## config.mk

```make
export PLATFORM = sky130hd
export DESIGN_NAME = pred_table_ctrl
export DESIGN_NICKNAME = d
export VERILOG_FILES = /design/src/rtl/pred_table_ctrl_pkg.sv /design/src/rtl/pred_upd_fifo.sv /design/src/rtl/pred_table_ctrl.sv
export SDC_FILE = /design/constraint.sdc
export NUM_CORES = 1
export LEC_CHECK = 0
export BUFFER_PORTS_ARGS = -buffer_cell sky130_fd_sc_hd__buf_2
export CAP_MARGIN = 40
export CELL_PAD_IN_SITES_DETAIL_PLACEMENT = 2
export CELL_PAD_IN_SITES_GLOBAL_PLACEMENT = 2
export CORE_MARGIN = 10
export CORE_UTILIZATION = 39
export DETAILED_ROUTE_END_ITERATION = 12
export GPL_TIMING_DRIVEN = 1
export HOLD_SLACK_MARGIN = 0.05
export PLACE_DENSITY = 0.78
export RECOVER_POWER = 50
export SLEW_MARGIN = 20
export SYNTH_ARGS = -nofsm -noshare
export SYNTH_HDL_FRONTEND = slang
export SYNTH_SLANG_ARGS = --single-unit
```

## constraint.sdc

```tcl
create_clock -name clk -period 2.1 [get_ports clk]
set_input_delay 0.21 -clock clk [delete_from_list [all_inputs] [get_ports clk]]
set_output_delay 0.21 -clock clk [all_outputs]
set_load 0.005 [all_outputs]
```

## src/rtl/pred_table_ctrl_pkg.sv

```systemverilog
// Shared types and helpers for the branch prediction table update controller.
// The update record is sized for the widest supported configuration; the top
// zero-extends narrower indices and counters into it.
package pred_table_ctrl_pkg;

  // Upper bounds on INDEX_WIDTH / JUMP_STATUS_COUNTER_WIDTH for the shared record.
  localparam int unsigned PRED_IDX_MAX_W = 16;
  localparam int unsigned PRED_CNT_MAX_W = 8;

  typedef enum logic [0:0] {
    StClear,
    StRun
  } pred_state_e;

  typedef struct packed {
    logic [PRED_IDX_MAX_W-1:0] index;
    logic [PRED_CNT_MAX_W-1:0] count;
    logic                      taken;
  } pred_upd_t;

  // Saturating counter step towards taken / not-taken, clamped at 0 and cnt_max.
  function automatic logic [PRED_CNT_MAX_W-1:0] pred_next_count(
    input logic [PRED_CNT_MAX_W-1:0] count,
    input logic                      taken,
    input logic [PRED_CNT_MAX_W-1:0] cnt_max
  );
    if (taken) begin
      return (count == cnt_max) ? cnt_max : count + PRED_CNT_MAX_W'(1);
    end
    return (count == '0) ? '0 : count - PRED_CNT_MAX_W'(1);
  endfunction

endpackage

```

## src/rtl/pred_upd_fifo.sv

```systemverilog
// Per-requester update FIFO. Pointers carry one extra wrap bit so that full and
// empty are distinguishable with DEPTH a power of two.
module pred_upd_fifo
  import pred_table_ctrl_pkg::*;
#(
  parameter int unsigned DEPTH = 4
) (
  input  logic      clk,
  input  logic      rst_n,
  input  logic      i_push,
  input  pred_upd_t i_data,
  input  logic      i_pop,
  output logic      o_full,
  output logic      o_empty,
  output pred_upd_t o_head
);

  localparam int unsigned AW = $clog2(DEPTH);

  logic [AW:0] r_wr_ptr;
  logic [AW:0] r_rd_ptr;
  pred_upd_t   r_mem [DEPTH];
  logic        w_do_push;
  logic        w_do_pop;

  // A push into a full FIFO is dropped even if a pop happens in the same cycle.
  assign w_do_push = i_push && !o_full;
  assign w_do_pop  = i_pop && !o_empty;

  assign o_empty = (r_wr_ptr == r_rd_ptr);
  assign o_full  = (r_wr_ptr[AW] != r_rd_ptr[AW]) && (r_wr_ptr[AW-1:0] == r_rd_ptr[AW-1:0]);
  assign o_head  = r_mem[r_rd_ptr[AW-1:0]];

  // Pointer update; reset empties the queue.
  always_ff @(posedge clk or negedge rst_n) begin
    if (!rst_n) begin
      r_wr_ptr <= '0;
      r_rd_ptr <= '0;
    end else begin
      if (w_do_push) r_wr_ptr <= r_wr_ptr + (AW + 1)'(1);
      if (w_do_pop)  r_rd_ptr <= r_rd_ptr + (AW + 1)'(1);
    end
  end

  // Storage needs no reset: entries are only observed while the FIFO is non-empty.
  always_ff @(posedge clk) begin
    if (w_do_push) r_mem[r_wr_ptr[AW-1:0]] <= i_data;
  end

endmodule

```

## src/rtl/pred_table_ctrl.sv

```systemverilog
// Prediction table controller: clears the table after reset, then drains two
// requester update FIFOs into the two table write ports.
// Optional feature: define PRED_UPD_MERGE_EN to merge same-index updates from
// both FIFO heads into a single port-1 write.
module pred_table_ctrl
  import pred_table_ctrl_pkg::*;
#(
  parameter int unsigned INDEX_WIDTH               = 8,
  parameter int unsigned JUMP_STATUS_COUNTER_WIDTH = 2,
  parameter int unsigned QUEUE_DEPTH               = 4,
  parameter int unsigned INIT_COUNT                = 1
) (
  input  logic                                 clk,
  input  logic                                 rst_n,
  input  logic                                 upd0_valid,
  output logic                                 upd0_ready,
  input  logic [INDEX_WIDTH-1:0]               upd0_index,
  input  logic [JUMP_STATUS_COUNTER_WIDTH-1:0] upd0_count,
  input  logic                                 upd0_taken,
  input  logic                                 upd1_valid,
  output logic                                 upd1_ready,
  input  logic [INDEX_WIDTH-1:0]               upd1_index,
  input  logic [JUMP_STATUS_COUNTER_WIDTH-1:0] upd1_count,
  input  logic                                 upd1_taken,
  output logic                                 WR_en1,
  output logic [INDEX_WIDTH-1:0]               WR_index1,
  output logic [JUMP_STATUS_COUNTER_WIDTH-1:0] WR_count1,
  output logic                                 WR_en2,
  output logic [INDEX_WIDTH-1:0]               WR_index2,
  output logic [JUMP_STATUS_COUNTER_WIDTH-1:0] WR_count2,
  output logic                                 init_done
);

  localparam int unsigned CW = JUMP_STATUS_COUNTER_WIDTH;
  localparam logic [PRED_CNT_MAX_W-1:0] CNT_MAX = PRED_CNT_MAX_W'((1 << CW) - 1);
  localparam logic [CW-1:0] INIT_VAL = CW'(INIT_COUNT);

  pred_state_e              r_state;
  pred_state_e              w_state_next;
  logic [INDEX_WIDTH-1:0]   r_ptr;
  logic                     w_clear_last;

  pred_upd_t                w_rec0, w_rec1, w_head0, w_head1;
  logic                     w_full0, w_full1, w_empty0, w_empty1;
  logic                     w_pop0, w_pop1, w_collide;

  logic                     w_en1_d, w_en2_d;
  logic [INDEX_WIDTH-1:0]   w_idx1_d, w_idx2_d;
  logic [CW-1:0]            w_cnt1_d, w_cnt2_d;

  // ptr is always even; the last clear cycle writes the top two indices.
  assign w_clear_last = (r_ptr == ~INDEX_WIDTH'(1));
  assign w_collide    = !w_empty0 && !w_empty1 && (w_head0.index == w_head1.index);

  // Widen requester fields into the shared record.
  always_comb begin
    w_rec0                        = '0;
    w_rec0.index[INDEX_WIDTH-1:0] = upd0_index;
    w_rec0.count[CW-1:0]          = upd0_count;
    w_rec0.taken                  = upd0_taken;
    w_rec1                        = '0;
    w_rec1.index[INDEX_WIDTH-1:0] = upd1_index;
    w_rec1.count[CW-1:0]          = upd1_count;
    w_rec1.taken                  = upd1_taken;
  end

  pred_upd_fifo #(.DEPTH(QUEUE_DEPTH)) u_fifo0 (
    .clk     (clk),
    .rst_n   (rst_n),
    .i_push  (upd0_valid && upd0_ready),
    .i_data  (w_rec0),
    .i_pop   (w_pop0),
    .o_full  (w_full0),
    .o_empty (w_empty0),
    .o_head  (w_head0)
  );

  pred_upd_fifo #(.DEPTH(QUEUE_DEPTH)) u_fifo1 (
    .clk     (clk),
    .rst_n   (rst_n),
    .i_push  (upd1_valid && upd1_ready),
    .i_data  (w_rec1),
    .i_pop   (w_pop1),
    .o_full  (w_full1),
    .o_empty (w_empty1),
    .o_head  (w_head1)
  );

  // FSM state and clear pointer.
  always_ff @(posedge clk or negedge rst_n) begin
    if (!rst_n) begin
      r_state <= StClear;
      r_ptr   <= '0;
    end else begin
      r_state <= w_state_next;
      if (r_state == StClear) r_ptr <= r_ptr + INDEX_WIDTH'(2);
    end
  end

  // Next state: leave CLEAR once the final index pair has been issued.
  always_comb begin
    w_state_next = r_state;
    unique case (r_state)
      StClear: if (w_clear_last) w_state_next = StRun;
      StRun:   w_state_next = StRun;
      default: w_state_next = StClear;
    endcase
  end

  // Outputs: ready/init_done, FIFO pops and next values of the write registers.
  always_comb begin
    upd0_ready = 1'b0;
    upd1_ready = 1'b0;
    init_done  = 1'b0;
    w_pop0     = 1'b0;
    w_pop1     = 1'b0;
    w_en1_d    = 1'b0;
    w_en2_d    = 1'b0;
    w_idx1_d   = WR_index1;
    w_cnt1_d   = WR_count1;
    w_idx2_d   = WR_index2;
    w_cnt2_d   = WR_count2;
    unique case (r_state)
      StClear: begin
        w_en1_d  = 1'b1;
        w_idx1_d = r_ptr;
        w_cnt1_d = INIT_VAL;
        w_en2_d  = 1'b1;
        w_idx2_d = r_ptr + INDEX_WIDTH'(1);
        w_cnt2_d = INIT_VAL;
      end
      StRun: begin
        init_done  = 1'b1;
        upd0_ready = !w_full0;
        upd1_ready = !w_full1;
        if (!w_empty0) begin
          w_en1_d  = 1'b1;
          w_idx1_d = INDEX_WIDTH'(w_head0.index);
          w_cnt1_d = CW'(pred_next_count(w_head0.count, w_head0.taken, CNT_MAX));
          w_pop0   = 1'b1;
        end
        if (!w_empty1) begin
          if (!w_collide) begin
            w_en2_d  = 1'b1;
            w_idx2_d = INDEX_WIDTH'(w_head1.index);
            w_cnt2_d = CW'(pred_next_count(w_head1.count, w_head1.taken, CNT_MAX));
            w_pop1   = 1'b1;
          end else begin
`ifdef PRED_UPD_MERGE_EN
            // Fold head1's outcome on top of head0's into one port-1 write.
            w_cnt1_d = CW'(pred_next_count(
                pred_next_count(w_head0.count, w_head0.taken, CNT_MAX),
                w_head1.taken, CNT_MAX));
            w_pop1   = 1'b1;
`else
            // head1 waits; head0 owns the index this cycle.
            w_pop1   = 1'b0;
`endif
          end
        end
      end
      default: ;
    endcase
  end

  // Registered table write ports.
  always_ff @(posedge clk or negedge rst_n) begin
    if (!rst_n) begin
      WR_en1    <= 1'b0;
      WR_index1 <= '0;
      WR_count1 <= '0;
      WR_en2    <= 1'b0;
      WR_index2 <= '0;
      WR_count2 <= '0;
    end else begin
      WR_en1    <= w_en1_d;
      WR_index1 <= w_idx1_d;
      WR_count1 <= w_cnt1_d;
      WR_en2    <= w_en2_d;
      WR_index2 <= w_idx2_d;
      WR_count2 <= w_cnt2_d;
    end
  end

endmodule

```

==> metrics.txt <==
layout cell share with drive strength beyond 1 37.12%; DP HPWL roughly 10000 um; fraction of post-synthesis cell area in the top cell type by area 49.71%; Avg Vias per Cell 5.278; number of vias in the routed layout 3346; CP peak stage delay around 570 ps; largest net degree at the start of global routing 43; worst r2r path cells 8; antenna viol nets, final 0; total grt overflow 0; critical path arrival around 2800 ps; synth warn 0; most used cell, CP buf_12; failing checks setup timing; part of the Yosys area used for sequential elements between 60% and 70%; Max Buffers Root-to-Sink 2; row count 42; CP Launch Point u_fifo0.r_rd_ptr[0]$_DFFE_PN0P_; Ports 51; DRT Pass-1 Iters 4; vias in the first global route 3855; H-tree levels 4; internal power around 4.6 mW; DR DRC count 0; routed wire length per instance 27.39 um; total CTS buffers 17; Area Overhead vs Synth 36.53%; Worst Clk Skew between 10 and 15 ps; Power per Cell Area ~800 nW/um^2; top post-synthesis cells by count edfxtp_1 (88), dfrtp_1 (42), nand2_1 (29); GRT Total Usage roughly a fifth; Worst setup SP type flip-flop; combinational cell fraction of total power around 1.6%; Synthesized Nets 350; Switching Share about a fifth; port bufs 50; Hold Fails Final Rpt 0; CP endpoint kind flip-flop; Slew Limit Fails 0; Core Area 13300 sq um; crit path time final about 2500 ps; dpl ws -558.4 ps; Placed Area around 6100 sq um; Slew HR 23.46%; Initial Util around 40%; Worst Path Buf+Inv 2; CP delay by family, top multiplexers; Clock power frac between 50% and 60%; RR Startpoint u_fifo0.r_rd_ptr[0]$_DFFE_PN0P_; initial antenna violation count 0; HP Start upd0_valid; leak pwr 2.763 nW; RD Place Congestion between 0.7 and 0.8; Hold Crit Class in2reg; Vert. Die Dim roughly 140 um; CTS Sinks 130; Avg Inst Size Synth 16.99 sq um; critical path's slowest cell mux4_2; final WL about 17000 um; n_diodes 0; Clock Latency Late Sink about 420 ps; 1st-iter DRT viols between 300 and 400; Cell variety after synth 32; final period utilization 120.2%; Seq pwr share roughly 48%; status complete, but fails checks; overall die width between 100 and 150 um; Post-synth EDFFs 88; crit-path max FO 10; CP Depth 8; Setup CP Type reg2reg; Main synth FF type edfxtp_1; final setup violation count 48; post-route cell area between 7000 and 8000 sq um; met3 usage 5.169%; grt peak-use layer met2; cells along the critical path buf_12, mux4_2, xor2_2, nor4_4, a31oi_4, buf_12, mux2i_2, a21oi_2; Worst VDD drop 0.0007320 V; Max Cap Violations 0; Net count, final between 400 and 500; setup ws final -423.7 ps; GR Layer Usage met2 approximately 33%; Synth area leader edfxtp_1; Synth area leaders edfxtp_1 (50%), dfrtp_1 (20%), mux4_2 (8.9%); Fmax achieved 396.2 MHz; Post-Syn Area approximately 5300 sq um; met1 Resource Use GR a little over a fifth; Reg clk slew, reported paths ~60 ps; most common cell in the netlist edfxtp_1; Syn Inst Count ~310; CTS tree built; Async SR Flop Fraction around 32%; Psw 1.174 mW; RSZ-0062 raised after global routing yes; Hold Path Depth 3; cell at the root of the clock tree clkbuf_16; Synth Register Bits 130; DIE AREA approximately 19000 sq um; Fin Setup TNS -7263 ps; Worst-Margin Slew 1148 ps; first-pass GRT wire length approximately 25000 um; data required time of the critical path 2400 ps
cell families (layout without fill, tap and decap cells):
| kind of cell | after synthesis | in the layout | share of synthesized area [%] |
|---|---|---|---|
| flops | 130 | 130 | 69.48 |
| fa+ha+maj | 11 | 11 | 2.589 |
| buf+inv | 17 | 162 | 2.118 |
| compound gates | 27 | 27 | 3.318 |
| xor+xnor | 28 | 28 | 4.613 |
| simple gates | 64 | 64 | 5.742 |
| mux | 36 | 36 | 12.14 |
timing repair:
action / 4_1_cts / 5_1_grt
pin swaps: 7 / 7
cloned: 0 / 1
hold endpoints to repair: 130 / 0
hold buffers: 23 / 0
gates resized for setup: 27 / 21
endpoints found under the setup margin: 107 / 49
setup buffers: 12 / 5
final cells by class:
type	instances	area, sq um
Tap cell	176	220.2
Sequential cell	130	3699
Inverter	4	15.01
Fill cell	1148	6037
Timing Repair Buffer	126	1032
Clock buffer	22	496.7
Clock inverter	10	80.08
Multi-Input combinational cell	166	1715
power groups by stage:
stage                     clock, mW  combinational (mW)  sequential (mW)
after CTS                      2.91              0.0985             2.74
after floorplan                   0            0.000123             2.79
after global routing           3.06               0.104             2.74
after global placement            0              0.0565             2.79
after detailed placement          0              0.0632             2.79
final                          2.90              0.0946             2.74
cell usage in the layout (no fill, tap or decap), drive strengths merged, types with 2 or more instances in the layout:
master	instances
o21ai	4
mux4	22
a21oi	9
nand4b	2
nand2	29
nand2b	2
nor3	3
buf	79
and3	9
xnor2	10
clkinv	8
mux2i	9
dfrtp	42
mux2	5
ha	11
edfxtp	88
a31oi	9
inv	4
clkbuf	46
dlygate4sd3	23
nand3	3
nor2	13
xor2	18
a21boi	3
path summary, 6_finish.rpt:
check | to | slack, ps
worst min-delay path | u_fifo0.r_wr_ptr[0]$_DFFE_PN0P_ | 160
max in group asynchronous | u_fifo1.r_rd_ptr[1]$_DFFE_PN0P_ | 620
min in group asynchronous | u_fifo0.r_rd_ptr[1]$_DFFE_PN0P_ | 690
worst max register to register | WR_index2[2]$_DFFE_PN0P_ | -420
worst max-delay path | WR_index2[2]$_DFFE_PN0P_ | -420
worst min register to register | WR_count2[0]$_DFFE_PN0P_ | 520
flip-flops by register name, indices dropped and copies added (netlist names):
signal / count
r_ptr: 7
u_fifo1.r_mem: 44
WR_count2: 2
u_fifo1.r_rd_ptr: 3
WR_en1: 1
r_state: 1
WR_count1: 2
u_fifo0.r_wr_ptr: 3
WR_index1: 8
u_fifo0.r_rd_ptr: 3
WR_en2: 1
WR_index2: 8
u_fifo0.r_mem: 44
u_fifo1.r_wr_ptr: 3
worst reg2reg max path: stages (launching register included):
cell	delay (ps)
dfrtp_2	440
buf_12	140
mux4_2	570
xor2_2	230
nor4_4	340
a31oi_4	180
buf_12	190
mux2i_2	230
a21oi_2	90
through the flow:
stage,hold WS (ps),util [%],instances,total power [mW]
final,163.9,54.59,634,5.740
after global routing,170.3,54.59,634,5.901
after CTS,120.4,53.53,628,5.753
after detailed placement,330.8,45.86,564,2.856
after global placement,319.8,45.86,564,2.849
after floorplan,-85.59,-,313,2.794
routing by layer:
| layer | share of wire (%) | wire (um) |
|---|---|---|
| met2 | 54 | 9300 |
| met5 | 0 | 0 |
| met1 | 39 | 6795 |
| met4 | 2.7 | 474 |
| met3 | 4.6 | 792 |
Note: power is estimated with default switching activity, not from simulation.
